<file path="config.mk">
export PLATFORM = sky130hd
export DESIGN_NAME = legv8_instr_encoder
export DESIGN_NICKNAME = d
export VERILOG_FILES = /design/src/rtl/legv8_pkg.sv /design/src/rtl/sync_fifo.sv /design/src/rtl/legv8_instr_encoder.sv
export SDC_FILE = /design/constraint.sdc
export NUM_CORES = 1
export LEC_CHECK = 0
export CORE_MARGIN = 3
export CORE_UTILIZATION = 40
export CTS_CLUSTER_SIZE = 30
export DETAILED_ROUTE_END_ITERATION = 12
export GPL_TIMING_DRIVEN = 0
export PLACE_DENSITY = 0.62
export SLEW_MARGIN = 20
export SYNTH_ARGS = -nofsm -noshare
export SYNTH_HDL_FRONTEND = slang
export SYNTH_SLANG_ARGS = --single-unit
</file>
<file path="constraint.sdc">
create_clock -name clk -period 5.9 [get_ports clk]
set_input_delay 1.18 -clock clk [delete_from_list [all_inputs] [get_ports clk]]
set_output_delay 1.18 -clock clk [all_outputs]
set_load 0.01 [all_outputs]
</file>
<file path="src/rtl/legv8_pkg.sv">
`default_nettype none
// ============================================================================
// Package  : legv8_pkg
// Purpose  : LEGv8 op codes, opcode fields and immediate widths shared with decode
// Revision : 1.0
// ============================================================================
package legv8_pkg;

    typedef enum logic [3:0] {
        ADDI = 4'd0,
        ADDS = 4'd1,
        SUBS = 4'd2,
        B    = 4'd3,
        BLT  = 4'd4,
        BL   = 4'd5,
        BR   = 4'd6,
        CBZ  = 4'd7,
        LDUR = 4'd8,
        STUR = 4'd9
    } op_e;

    localparam logic [9:0]  c_opc_addi  = 10'b1001000100;
    localparam logic [10:0] c_opc_adds  = 11'b10101011000;
    localparam logic [10:0] c_opc_subs  = 11'b11101011000;
    localparam logic [5:0]  c_opc_b     = 6'b000101;
    localparam logic [5:0]  c_opc_bl    = 6'b100101;
    localparam logic [7:0]  c_opc_bcond = 8'b01010100;
    localparam logic [7:0]  c_opc_cbz   = 8'b10110100;
    localparam logic [10:0] c_opc_br    = 11'b11010110000;
    localparam logic [10:0] c_opc_ldur  = 11'b11111000010;
    localparam logic [10:0] c_opc_stur  = 11'b11111000000;

    localparam logic [4:0]  COND_LT     = 5'b01011;

    localparam int c_imm9_w  = 9;
    localparam int c_imm12_w = 12;
    localparam int c_imm19_w = 19;
    localparam int c_imm26_w = 26;

    typedef struct packed {
        logic        ok;
        logic [31:0] word;
    } enc_t;

    // True when the 26-bit request immediate is a sign extension of a w-bit value.
    function automatic logic fits_signed(input logic [25:0] imm, input int w);
        logic r;
        r = 1'b1;
        for (int i = w; i < c_imm26_w; i++) begin
            if (imm[i] != imm[w-1]) r = 1'b0;
        end
        return r;
    endfunction

endpackage
`default_nettype wire

</file>
<file path="src/rtl/sync_fifo.sv">
`default_nettype none
// ============================================================================
// Module   : sync_fifo
// Purpose  : Single-clock FIFO, power-of-2 depth, optional first-word-fall-through
// Revision : 1.0
// ============================================================================
module sync_fifo #(
    parameter int unsigned WIDTH = 32,
    parameter int unsigned DEPTH = 4,
    parameter bit          FWFT  = 1'b1
) (
    input  logic                     clk,
    input  logic                     reset_n,
    input  logic                     clear,
    input  logic                     push,
    input  logic [WIDTH-1:0]         din,
    input  logic                     pop,
    output logic [WIDTH-1:0]         dout,
    output logic                     full,
    output logic                     empty,
    output logic [$clog2(DEPTH):0]   count
);
    localparam int unsigned c_aw = $clog2(DEPTH);

    logic [WIDTH-1:0] r_mem [DEPTH];
    logic [c_aw-1:0]  r_wptr;
    logic [c_aw-1:0]  r_rptr;
    logic [c_aw:0]    r_count;
    logic             w_push;
    logic             w_pop;

    assign full   = (r_count == (c_aw+1)'(DEPTH));
    assign empty  = (r_count == '0);
    assign count  = r_count;
    assign w_push = push && !full;
    assign w_pop  = pop && !empty;

    always_ff @(posedge clk or negedge reset_n) begin
        if (!reset_n) begin
            r_wptr  <= '0;
            r_rptr  <= '0;
            r_count <= '0;
        end else if (clear) begin
            r_wptr  <= '0;
            r_rptr  <= '0;
            r_count <= '0;
        end else begin
            if (w_push) r_wptr <= r_wptr + c_aw'(1);
            if (w_pop)  r_rptr <= r_rptr + c_aw'(1);
            case ({w_push, w_pop})
                2'b10:   r_count <= r_count + (c_aw+1)'(1);
                2'b01:   r_count <= r_count - (c_aw+1)'(1);
                default: ;
            endcase
        end
    end

    always_ff @(posedge clk) begin
        if (w_push) r_mem[r_wptr] <= din;
    end

    generate
        if (FWFT) begin : g_fwft
            assign dout = r_mem[r_rptr];
        end else begin : g_std
            logic [WIDTH-1:0] r_dout;
            always_ff @(posedge clk or negedge reset_n) begin
                if (!reset_n)   r_dout <= '0;
                else if (w_pop) r_dout <= r_mem[r_rptr];
            end
            assign dout = r_dout;
        end
    endgenerate

endmodule
`default_nettype wire

</file>
<file path="src/rtl/legv8_instr_encoder.sv">
`default_nettype none
// ============================================================================
// Module   : legv8_instr_encoder
// Purpose  : Packs symbolic LEGv8 requests into words and streams them to imem
// Revision : 1.0
// ============================================================================
module legv8_instr_encoder
    import legv8_pkg::*;
#(
    parameter int unsigned FIFO_DEPTH = 4,
    parameter logic [63:0] BASE_ADDR  = 64'h0,
    parameter int unsigned MAX_WORDS  = 1024
) (
    input  logic        clk,
    input  logic        reset_n,
    input  logic        start,
    input  logic        finish,
    input  logic        req_valid,
    output logic        req_ready,
    input  logic [3:0]  req_op,
    input  logic [4:0]  req_rd,
    input  logic [4:0]  req_rn,
    input  logic [4:0]  req_rm,
    input  logic [25:0] req_imm,
    output logic        imem_we,
    input  logic        imem_ready,
    output logic [63:0] imem_addr,
    output logic [31:0] imem_wdata,
    output logic        err,
    output logic        full,
    output logic        done,
    output logic [10:0] word_count
);
    localparam int unsigned c_cnt_w = $clog2(FIFO_DEPTH) + 1;

    typedef enum logic [1:0] {
        S_IDLE  = 2'd0,
        S_LOAD  = 2'd1,
        S_FLUSH = 2'd2,
        S_DONE  = 2'd3
    } state_e;

    state_e             r_state;
    state_e             w_state_nxt;
    logic [63:0]        r_addr;
    logic [10:0]        r_count;
    logic               r_err;
    logic [c_cnt_w-1:0] w_occ;
    logic               w_fifo_full;
    logic               w_fifo_empty;
    logic [31:0]        w_fifo_dout;
    logic [31:0]        w_total;
    logic               w_accept;
    logic               w_push;
    logic               w_pop;
    enc_t               w_enc;

    function automatic enc_t encode(input logic [3:0] op, input logic [4:0] rd,
                                    input logic [4:0] rn, input logic [4:0] rm,
                                    input logic [25:0] imm);
        enc_t e;
        e.ok   = 1'b1;
        e.word = '0;
        case (op)
            ADDI: begin
                e.ok   = ((imm >> c_imm12_w) == '0);
                e.word = {c_opc_addi, imm[c_imm12_w-1:0], rn, rd};
            end
            ADDS: e.word = {c_opc_adds, rm, 6'b0, rn, rd};
            SUBS: e.word = {c_opc_subs, rm, 6'b0, rn, rd};
            B:    e.word = {c_opc_b, imm};
            BL:   e.word = {c_opc_bl, imm};
            BLT: begin
                e.ok   = fits_signed(imm, c_imm19_w);
                e.word = {c_opc_bcond, imm[c_imm19_w-1:0], COND_LT};
            end
            CBZ: begin
                e.ok   = fits_signed(imm, c_imm19_w);
                e.word = {c_opc_cbz, imm[c_imm19_w-1:0], rd};
            end
            BR:   e.word = {c_opc_br, 16'b0, rd};
            LDUR: begin
                e.ok   = fits_signed(imm, c_imm9_w);
                e.word = {c_opc_ldur, imm[c_imm9_w-1:0], 2'b00, rn, rd};
            end
            STUR: begin
                e.ok   = fits_signed(imm, c_imm9_w);
                e.word = {c_opc_stur, imm[c_imm9_w-1:0], 2'b00, rn, rd};
            end
            default: e.ok = 1'b0;
        endcase
        return e;
    endfunction

    assign w_enc    = encode(req_op, req_rd, req_rn, req_rm, req_imm);
    // Buffered words count against the limit so the FIFO never overshoots MAX_WORDS.
    assign w_total  = 32'(r_count) + 32'(w_occ);
    assign req_ready = (r_state == S_LOAD) && !w_fifo_full && (w_total < MAX_WORDS);
    assign w_accept = req_valid && req_ready;
    assign w_push   = w_accept && w_enc.ok && !start;
    assign imem_we  = !w_fifo_empty;
    assign w_pop    = imem_we && imem_ready && !start;

    assign imem_addr  = r_addr;
    assign imem_wdata = w_fifo_dout;
    assign word_count = r_count;
    assign err        = r_err;
    assign full       = (32'(r_count) == MAX_WORDS);
    assign done       = (r_state == S_DONE);

    sync_fifo #(
        .WIDTH (32),
        .DEPTH (FIFO_DEPTH),
        .FWFT  (1'b1)
    ) u_fifo (
        .clk     (clk),
        .reset_n (reset_n),
        .clear   (start),
        .push    (w_push),
        .din     (w_enc.word),
        .pop     (w_pop),
        .dout    (w_fifo_dout),
        .full    (w_fifo_full),
        .empty   (w_fifo_empty),
        .count   (w_occ)
    );

    always_ff @(posedge clk or negedge reset_n) begin
        if (!reset_n) begin
            r_state <= S_IDLE;
            r_addr  <= BASE_ADDR;
            r_count <= '0;
            r_err   <= 1'b0;
        end else begin
            r_state <= w_state_nxt;
            r_err   <= w_accept && !w_enc.ok && !start;
            if (start) begin
                r_addr  <= BASE_ADDR;
                r_count <= '0;
            end else if (w_pop) begin
                r_addr  <= r_addr + 64'd4;
                r_count <= r_count + 11'd1;
            end
        end
    end

    always_comb begin
        w_state_nxt = r_state;
        if (start) begin
            w_state_nxt = S_LOAD;
        end else begin
            case (r_state)
                S_LOAD:  if (finish) w_state_nxt = S_FLUSH;
                S_FLUSH: if (w_fifo_empty) w_state_nxt = S_DONE;
                default: ;
            endcase
        end
    end

endmodule
`default_nettype wire

</file>
==> results of run 1 <==
sequential cells by signal (all words and copies together), names as in the netlist:
signal / flops
imem_addr: 62
u_fifo.count: 3
u_fifo.r_mem: 128
r_state: 2
err: 1
word_count: 11
u_fifo.r_wptr: 2
u_fifo.r_rptr: 2
synthesized netlist by cell type, drive strengths merged (5+ instances only):
cell    instances
a21oi          26
nor4           17
inv            30
nor3           24
and2           11
and3            6
and4            9
buf            14
xnor2          42
edfxtp        128
dfrtp          83
clkbuf         31
a22oi           5
a222oi         12
or3            13
mux2i           8
nand4          23
o21ai          28
nand2          75
mux4           32
nand3          22
nor2          100
ha             10
xor2           18
through the flow:
step           instance area [um^2]  std cells
2_1_floorplan                 10000        819
3_3_place_gp                  12000       1300
3_5_place_dp                  12100       1305
4_1_cts                       12800       1345
5_1_grt                       12800       1345
6_report                      12800       1345
area by class of cell:
class                           instances  share of cell area [%]
Clock buffer                           31                    4.80
Buffer                                 45                    1.55
Tap cell                              324                    3.16
Clock inverter                          9                   0.547
Timing Repair Buffer                  162                    13.1
Multi-Input combinational cell        533                    29.7
Inverter                               30                   0.879
Sequential cell                       211                    46.2
metal layers:
layer,part of all wire [%],up-vias,GRT usage (%)
met3,6.1,32,3.48
met1,44,3569,26.3
met4,1.6,0,4.23
li1,-,3411,-
met2,49,202,30.8
met5,0,-,0
worst reg2reg max path, stage by stage, from the launching register on:
cell and delay [ns]:
dfrtp_1 0.37, buf_4 0.17, nor2_1 0.05, a2111oi_0 0.55, o2111ai_1 0.41, a31oi_4 0.40
buf_2 0.26, nor2_1 0.09, fa_1 0.39, or4_1 0.55, o311ai_2 0.09
final timing paths:
path                              endpoint             start
max in group asynchronous   word_count[10]           reset_n
hold / removal               imem_addr[37]           reset_n
setup / recovery            imem_wdata[14]  u_fifo.r_rptr[0]
min in group clk             imem_addr[11]     imem_addr[11]
hold reg to reg              imem_addr[11]     imem_addr[11]
setup reg to reg           u_fifo.count[2]   u_fifo.count[0]
cell usage in the layout (no fill, tap or decap), types with 12 or more instances in the layout:
cell type          n
inv_1             29
nor3_1            24
xnor2_1           42
or3_1             13
nor4_1            13
nand3_1           22
clkbuf_1          38
a21oi_1           26
dfrtp_1           83
clkbuf_16         23
nand4_1           22
nor2_1           100
clkdlybuf4s50_1  156
o21ai_0           27
nand2_1           75
mux4_2            32
xor2_1            18
a222oi_1          12
edfxtp_1         128
cells by family (layout without fill, tap and decap cells):
kind of cell               count (synthesis)  count (layout)  share of synthesized area (%)
and+or+nand+nor                          315             315                           15.8
DFF                                      211             211                           59.0
AOI/OAI and AO/OA                        101             101                           6.97
buffers and inverters                     75             277                           3.11
xor gates and xnor gates                  60              60                           5.24
muxes                                     43              43                           8.32
adders and majority gates                 12              12                           1.55
other                                      1               2                         0.0374
report_power, final:
group	switching (mW)	leakage [nW]	total, mW	internal (mW)
clock	0.547	0.338	1.32	0.773
sequential	0.00534	2.32	1.60	1.59
combinational	0.152	1.86	0.270	0.118
total	0.704	4.52	3.19	2.48
==> results.py, run 1 <==
metrics = {
    "synth": {
        "synth_cells": 818,
        "synth_area_mm2": 0.0100,
        "synth.avg_cell_area_um2": 12.3,
        "ys_warn_count": 0,
        "synth_enable_flop_cells": 128,
        "ys_top_cells_by_area": "edfxtp_1, dfrtp_1, mux4_2",
        "synth.top_cell.area_share_pct": 38.3,
        "ys_seq_area_share_pct": 59.0,
        "post_synth_num_cell_types": 65,
        "netlist.top_cell.by_area": "edfxtp_1",
        "synthArstFlopShare_pct": 39.3,
        "synth-main-ff-cell": "edfxtp_1",
        "ys_ff_latch": 211,
    },
    "routing": {
        "vias_per_cell": 5.36,
        "drtPass1Iterations": 5,
        "drt_wl_total_mm": 25.1,
        "drc_errors": 0,
        "wl_per_cell_um": 18.6,
        "drtAntennaViolNets": 0,
        "vias": 7214,
        "drt_iter0_markers": 656,
    },
    "clock_tree": {
        "postCtsHoldBufs": 0,
        "root_buffer": "clkbuf_16",
        "cts_tree": "built",
        "clock_path_buffers": 3,
        "insertion_delay_ns": 0.49,
        "clk_pin_slew_ns": 0.06,
        "cts.htree.levels": 1,
        "cts_setup_buffers": 0,
        "cts_inserted_buffers": 23,
        "clkSinkCount": 211,
        "cts_resized": 0,
    },
    "worst_setup_path": {
        "cp.arrival_ns": 3.11,
        "crit_fanout": 10,
        "cp_top_family": "buffers and inverters",
        "start_kind": "register",
        "path_class": "register to output pin",
        "cp.depth": 4,
        "path_cells": "clkbuf_1 > buf_1 > mux4_2 > clkdlybuf4s50_1",
        "reg2reg_depth": 10,
        "worst-path-buf-inv": 3,
        "cp-end-kind": "output pin",
        "critPathSlowestCell": "buf_1",
        "r2r_slack_ns": 2.46,
        "required_ns": 4.72,
        "cpPeakStageDelay_ns": 0.70,
    },
    "timing": {
        "rsz0062_at_grt": "no",
        "fin_worst_hold_slack_ns": 0.519,
        "period_minus_slack_ns": 4.29,
        "max-slew-margin-rel_pct": 43.3,
        "fin_skew_ns": 0.0121,
        "fin_crit_sh_pct": 72.7,
        "max_freq_ghz": 0.233,
        "fin_tns_setup_ns": 0,
        "final_hold_viol_count": 0,
        "setup_viol": 0,
        "worst_pin_slew_ns": 0.850,
        "slew_violations": 0,
        "setup_ws_ns": 1.61,
    },
    "floorplanning": {
        "initial_utilization_pct": 41.0,
        "ios": 163,
        "die-area_mm2": 0.0270,
        "die_w_um": 164,
        "core_mm2": 0.0245,
        "die_y_um": 164,
        "rows": 57,
    },
    "cells_and_area": {
        "nNetsFinal": 1068,
        "layout-drive-gt1-share_pct": 9.11,
        "diodes": 0,
        "fillCellCount": 2115,
        "multiInputGateArea_mm2": 0.00381,
        "utilization_pct": 52.4,
        "areaGrowthSynthToFinish_pct": 27.7,
        "seqCellArea_mm2": 0.00592,
    },
    "grt": {
        "grt_max_degree": 66,
        "grt_overflow": 0,
        "antenna_found_initial": 0,
        "grt_pass1_wl_mm": 39.9,
        "grt_pass1_vias": 7210,
        "track_usage_pct": 18.8,
    },
    "run_status": {
        "status": "finished clean",
    },
    "placement": {
        "io_buffers": 157,
        "place_ws_ns": 1.19,
        "gp_congestion": 0.927,
        "hpwlAfterDp_mm": 17.9,
    },
    "job": {
        "drv_cap": 0,
    },
    "power": {
        "power_leakage_nw": 4.52,
        "powerDensity_mw_per_mm2": 249,
        "total_power_mw": 3.19,
        "irDropWorstVdd_v": 0.000219,
    },
    "hold_path": {
        "hold_path.class": "input port to asynchronous set/reset pin",
    },
}
(Power assumes the default switching activity.)
==> run 2, diff against run 1 <==
--- a/config.mk
+++ b/config.mk
@@ -10,7 +10,7 @@
 export CTS_CLUSTER_SIZE = 30
 export DETAILED_ROUTE_END_ITERATION = 12
 export GPL_TIMING_DRIVEN = 0
-export PLACE_DENSITY = 0.62
+export PLACE_DENSITY = 0.64
 export SLEW_MARGIN = 20
 export SYNTH_ARGS = -nofsm -noshare
 export SYNTH_HDL_FRONTEND = slang
==> constraint.sdc (replaced) <==
create_clock -name clk -period 3.8 [get_ports clk]
set_input_delay 0.76 -clock clk [delete_from_list [all_inputs] [get_ports clk]]
set_output_delay 0.76 -clock clk [all_outputs]
set_load 0.01 [all_outputs]
==> results.py, run 2 (synthesis results as in run 1) <==
metrics = {
    "cells_and_area": {
        "utilization_pct": 52.7,
        "final_common_cell": "clkdlybuf4s50_1",
        "final_cell_mix": "clkdlybuf4s50_1, edfxtp_1, nor2_1, dfrtp_1, nand2_1",
        "largest_register_ffs": 128,
        "areaGrowthSynthToFinish_pct": 28.6,
        "max_flop_register": "u_fifo.r_mem",
        "diodes": 0,
        "fillCellCount": 2142,
        "multiInputGateArea_mm2": 0.00381,
        "seqCellArea_mm2": 0.00592,
        "nNetsFinal": 1068,
        "layout-drive-gt1-share_pct": 9.78,
    },
    "job": {
        "drv_cap": 0,
    },
    "timing": {
        "period_minus_slack_ns": 3.56,
        "max-slew-margin-rel_pct": 52.1,
        "worst_pin_slew_ns": 0.717,
        "slew_violations": 0,
        "rsz0062_at_grt": "no",
        "setup_viol": 0,
        "max_freq_ghz": 0.281,
        "fin_crit_sh_pct": 93.8,
        "final_hold_viol_count": 0,
        "fin_skew_ns": 0.0146,
    },
    "floorplanning": {
        "die-area_mm2": 0.0270,
        "die_y_um": 164,
        "initial_utilization_pct": 41.0,
        "rows": 57,
        "core_mm2": 0.0245,
        "die_w_um": 164,
        "ios": 163,
    },
    "clock_tree": {
        "clkSinkCount": 211,
        "root_buffer": "clkbuf_16",
        "clk_pin_slew_ns": 0.06,
        "cts.htree.levels": 1,
        "postCtsHoldBufs": 0,
        "cts_tree": "built",
        "insertion_delay_ns": 0.50,
        "clock_path_buffers": 3,
        "cts_inserted_buffers": 23,
    },
    "grt": {
        "grt_pass1_vias": 7320,
        "grt_pass1_wl_mm": 40.4,
        "antenna_found_initial": 0,
        "grt_overflow": 0,
        "track_usage_pct": 18.9,
        "grt_max_degree": 48,
    },
    "power": {
        "switching_share_pct": 22.1,
        "powerDensity_mw_per_mm2": 395,
        "p_comb_share_pct": 8.2,
        "irDropWorstVdd_v": 0.000255,
        "p_sw_mw": 1.12,
        "power_leakage_nw": 4.55,
        "cell_internal_pwr_mw": 3.97,
        "total_power_mw": 5.10,
        "clockPowerShare_pct": 43.1,
        "pwr-share-seq_pct": 48.7,
    },
    "worst_setup_path": {
        "cp.depth": 11,
        "crit_fanout": 10,
        "r2r_slack_ns": 0.42,
        "worst-path-buf-inv": 3,
        "required_ns": 4.20,
        "path_class": "input port to register",
        "start_kind": "input port",
        "crit_end": "u_fifo.count[2]",
        "cp.arrival_ns": 3.96,
        "reg2reg_to": "u_fifo.count[2]",
        "reg2reg_from": "u_fifo.count[0]",
        "crit_top_cell": "buf_2",
        "cp-startpoint": "req_op[0]",
        "cpPeakStageDelay_ns": 0.56,
        "cp_top_family": "simple AND/OR/NAND/NOR gates",
        "cp-end-kind": "register",
        "critPathSlowestCell": "or4_1",
        "path_cells": "clkdlybuf4s50_1 > buf_2 > and2b_1 > nor4_4 > o211ai_2 > a31oi_4 > buf_2 > nor2_1 > fa_1 > or4_1 > o311ai_2",
        "reg2reg_depth": 10,
    },
    "routing": {
        "wl_met1_mm": 11.3,
        "wl_met3_mm": 1.22,
        "drt_wl_total_mm": 25.6,
        "vias_per_cell": 5.39,
        "vias": 7266,
        "drtAntennaViolNets": 0,
        "drtPass1Iterations": 8,
        "wl_per_cell_um": 19.0,
        "wl_met2_mm": 12.3,
        "top_layer": "met4",
        "drt_iter0_markers": 623,
        "drc_errors": 0,
    },
    "placement": {
        "io_buffers": 157,
        "gp_congestion": 0.936,
        "hpwlAfterDp_mm": 18.3,
    },
    "run_status": {
        "status": "finished clean",
    },
    "hold_path": {
        "hold_path.class": "input port to asynchronous set/reset pin",
    },
}
run 2: cell count changes in the layout (fill, tap and decap cells not counted):
cell / before / now
buf_1: 5 / 2
clkbuf_1: 38 / 35
clkdlybuf4s15_2: 0 / 3
clkinvlp_4: 0 / 3
buf_4: 5 / 7
bufinv_16: 1 / 3
buf_12: 4 / 3
buf_16: 1 / 2
buf_6: 2 / 1
clkbuf_8: 1 / 0
clkinv_1: 3 / 4
clkinv_2: 4 / 3
run 2: worst register-to-register path: stages (launching register included):
cell       delay (ns)
dfrtp_1          0.38
buf_4            0.17
nor2_1           0.05
a2111oi_0        0.53
o2111ai_1        0.40
a31oi_4          0.39
buf_2            0.26
nor2_1           0.08
fa_1             0.37
or4_1            0.56
o311ai_2         0.09
run 2: repair_timing:
| item | CTS | global route |
|---|---|---|
| pin swaps | 0 | 1 |
| endpoints found under the setup margin | 28 | 45 |
| setup buffers | 0 | 1 |
| gates resized for setup | 6 | 0 |
run 2: per-stage QoR:
stage | TNS [ns] | cells | area (um^2) | hold WS, ns | setup slack, ns
floorplan | 0 | 819 | 10000 | 0.464 | 0.448
global placement | -243.46 | 1300 | 12000 | 0.554 | -1.32
detailed placement | -20.86 | 1305 | 12100 | 0.547 | -0.457
CTS | 0 | 1347 | 12900 | 0.236 | 0.0254
global route | 0 | 1347 | 12900 | 0.256 | 0.0951
finish | 0 | 1347 | 12900 | 0.240 | 0.236
run 2: power groups by stage:
stage | logic (mW) | registers, mW | clock network [mW]
finish | 0.419 | 2.48 | 2.20
global route | 0.456 | 2.48 | 2.36
CTS | 0.424 | 2.48 | 2.26
detailed placement | 0.421 | 2.52 | 0
global placement | 0.412 | 2.53 | 0
floorplan | 0.209 | 2.52 | 0
run 2: layer usage:
metal	vias up	global-route usage (%)
met5	-	0
met4	0	5.11
met3	44	3.25
met2	207	31.2
met1	3599	26.1
li1	3416	-
run 2: final cells by class:
cell class                 instances  share of cell area [%]
sequential                       211                    45.9
multi-input combinational        533                    29.5
timing repair buffer             163                    13.1
clock buffer                      28                    4.61
tap                              324                    3.14
buffer                            44                    1.69
clock inverter                    14                    1.17
inverter                          30                   0.873
run 2: worst min-delay path by stage:
stage,start,to,slack (ns),cells after the start
2_1_floorplan,reset_n,err,0.46,0
3_3_place_gp,r_state[1],r_state[1],0.55,2
3_5_place_dp,imem_addr[41],imem_addr[41],0.55,2
4_1_cts,reset_n,imem_addr[36],0.24,1
5_1_grt,reset_n,imem_addr[53],0.26,1
6_report,reset_n,imem_addr[53],0.24,1
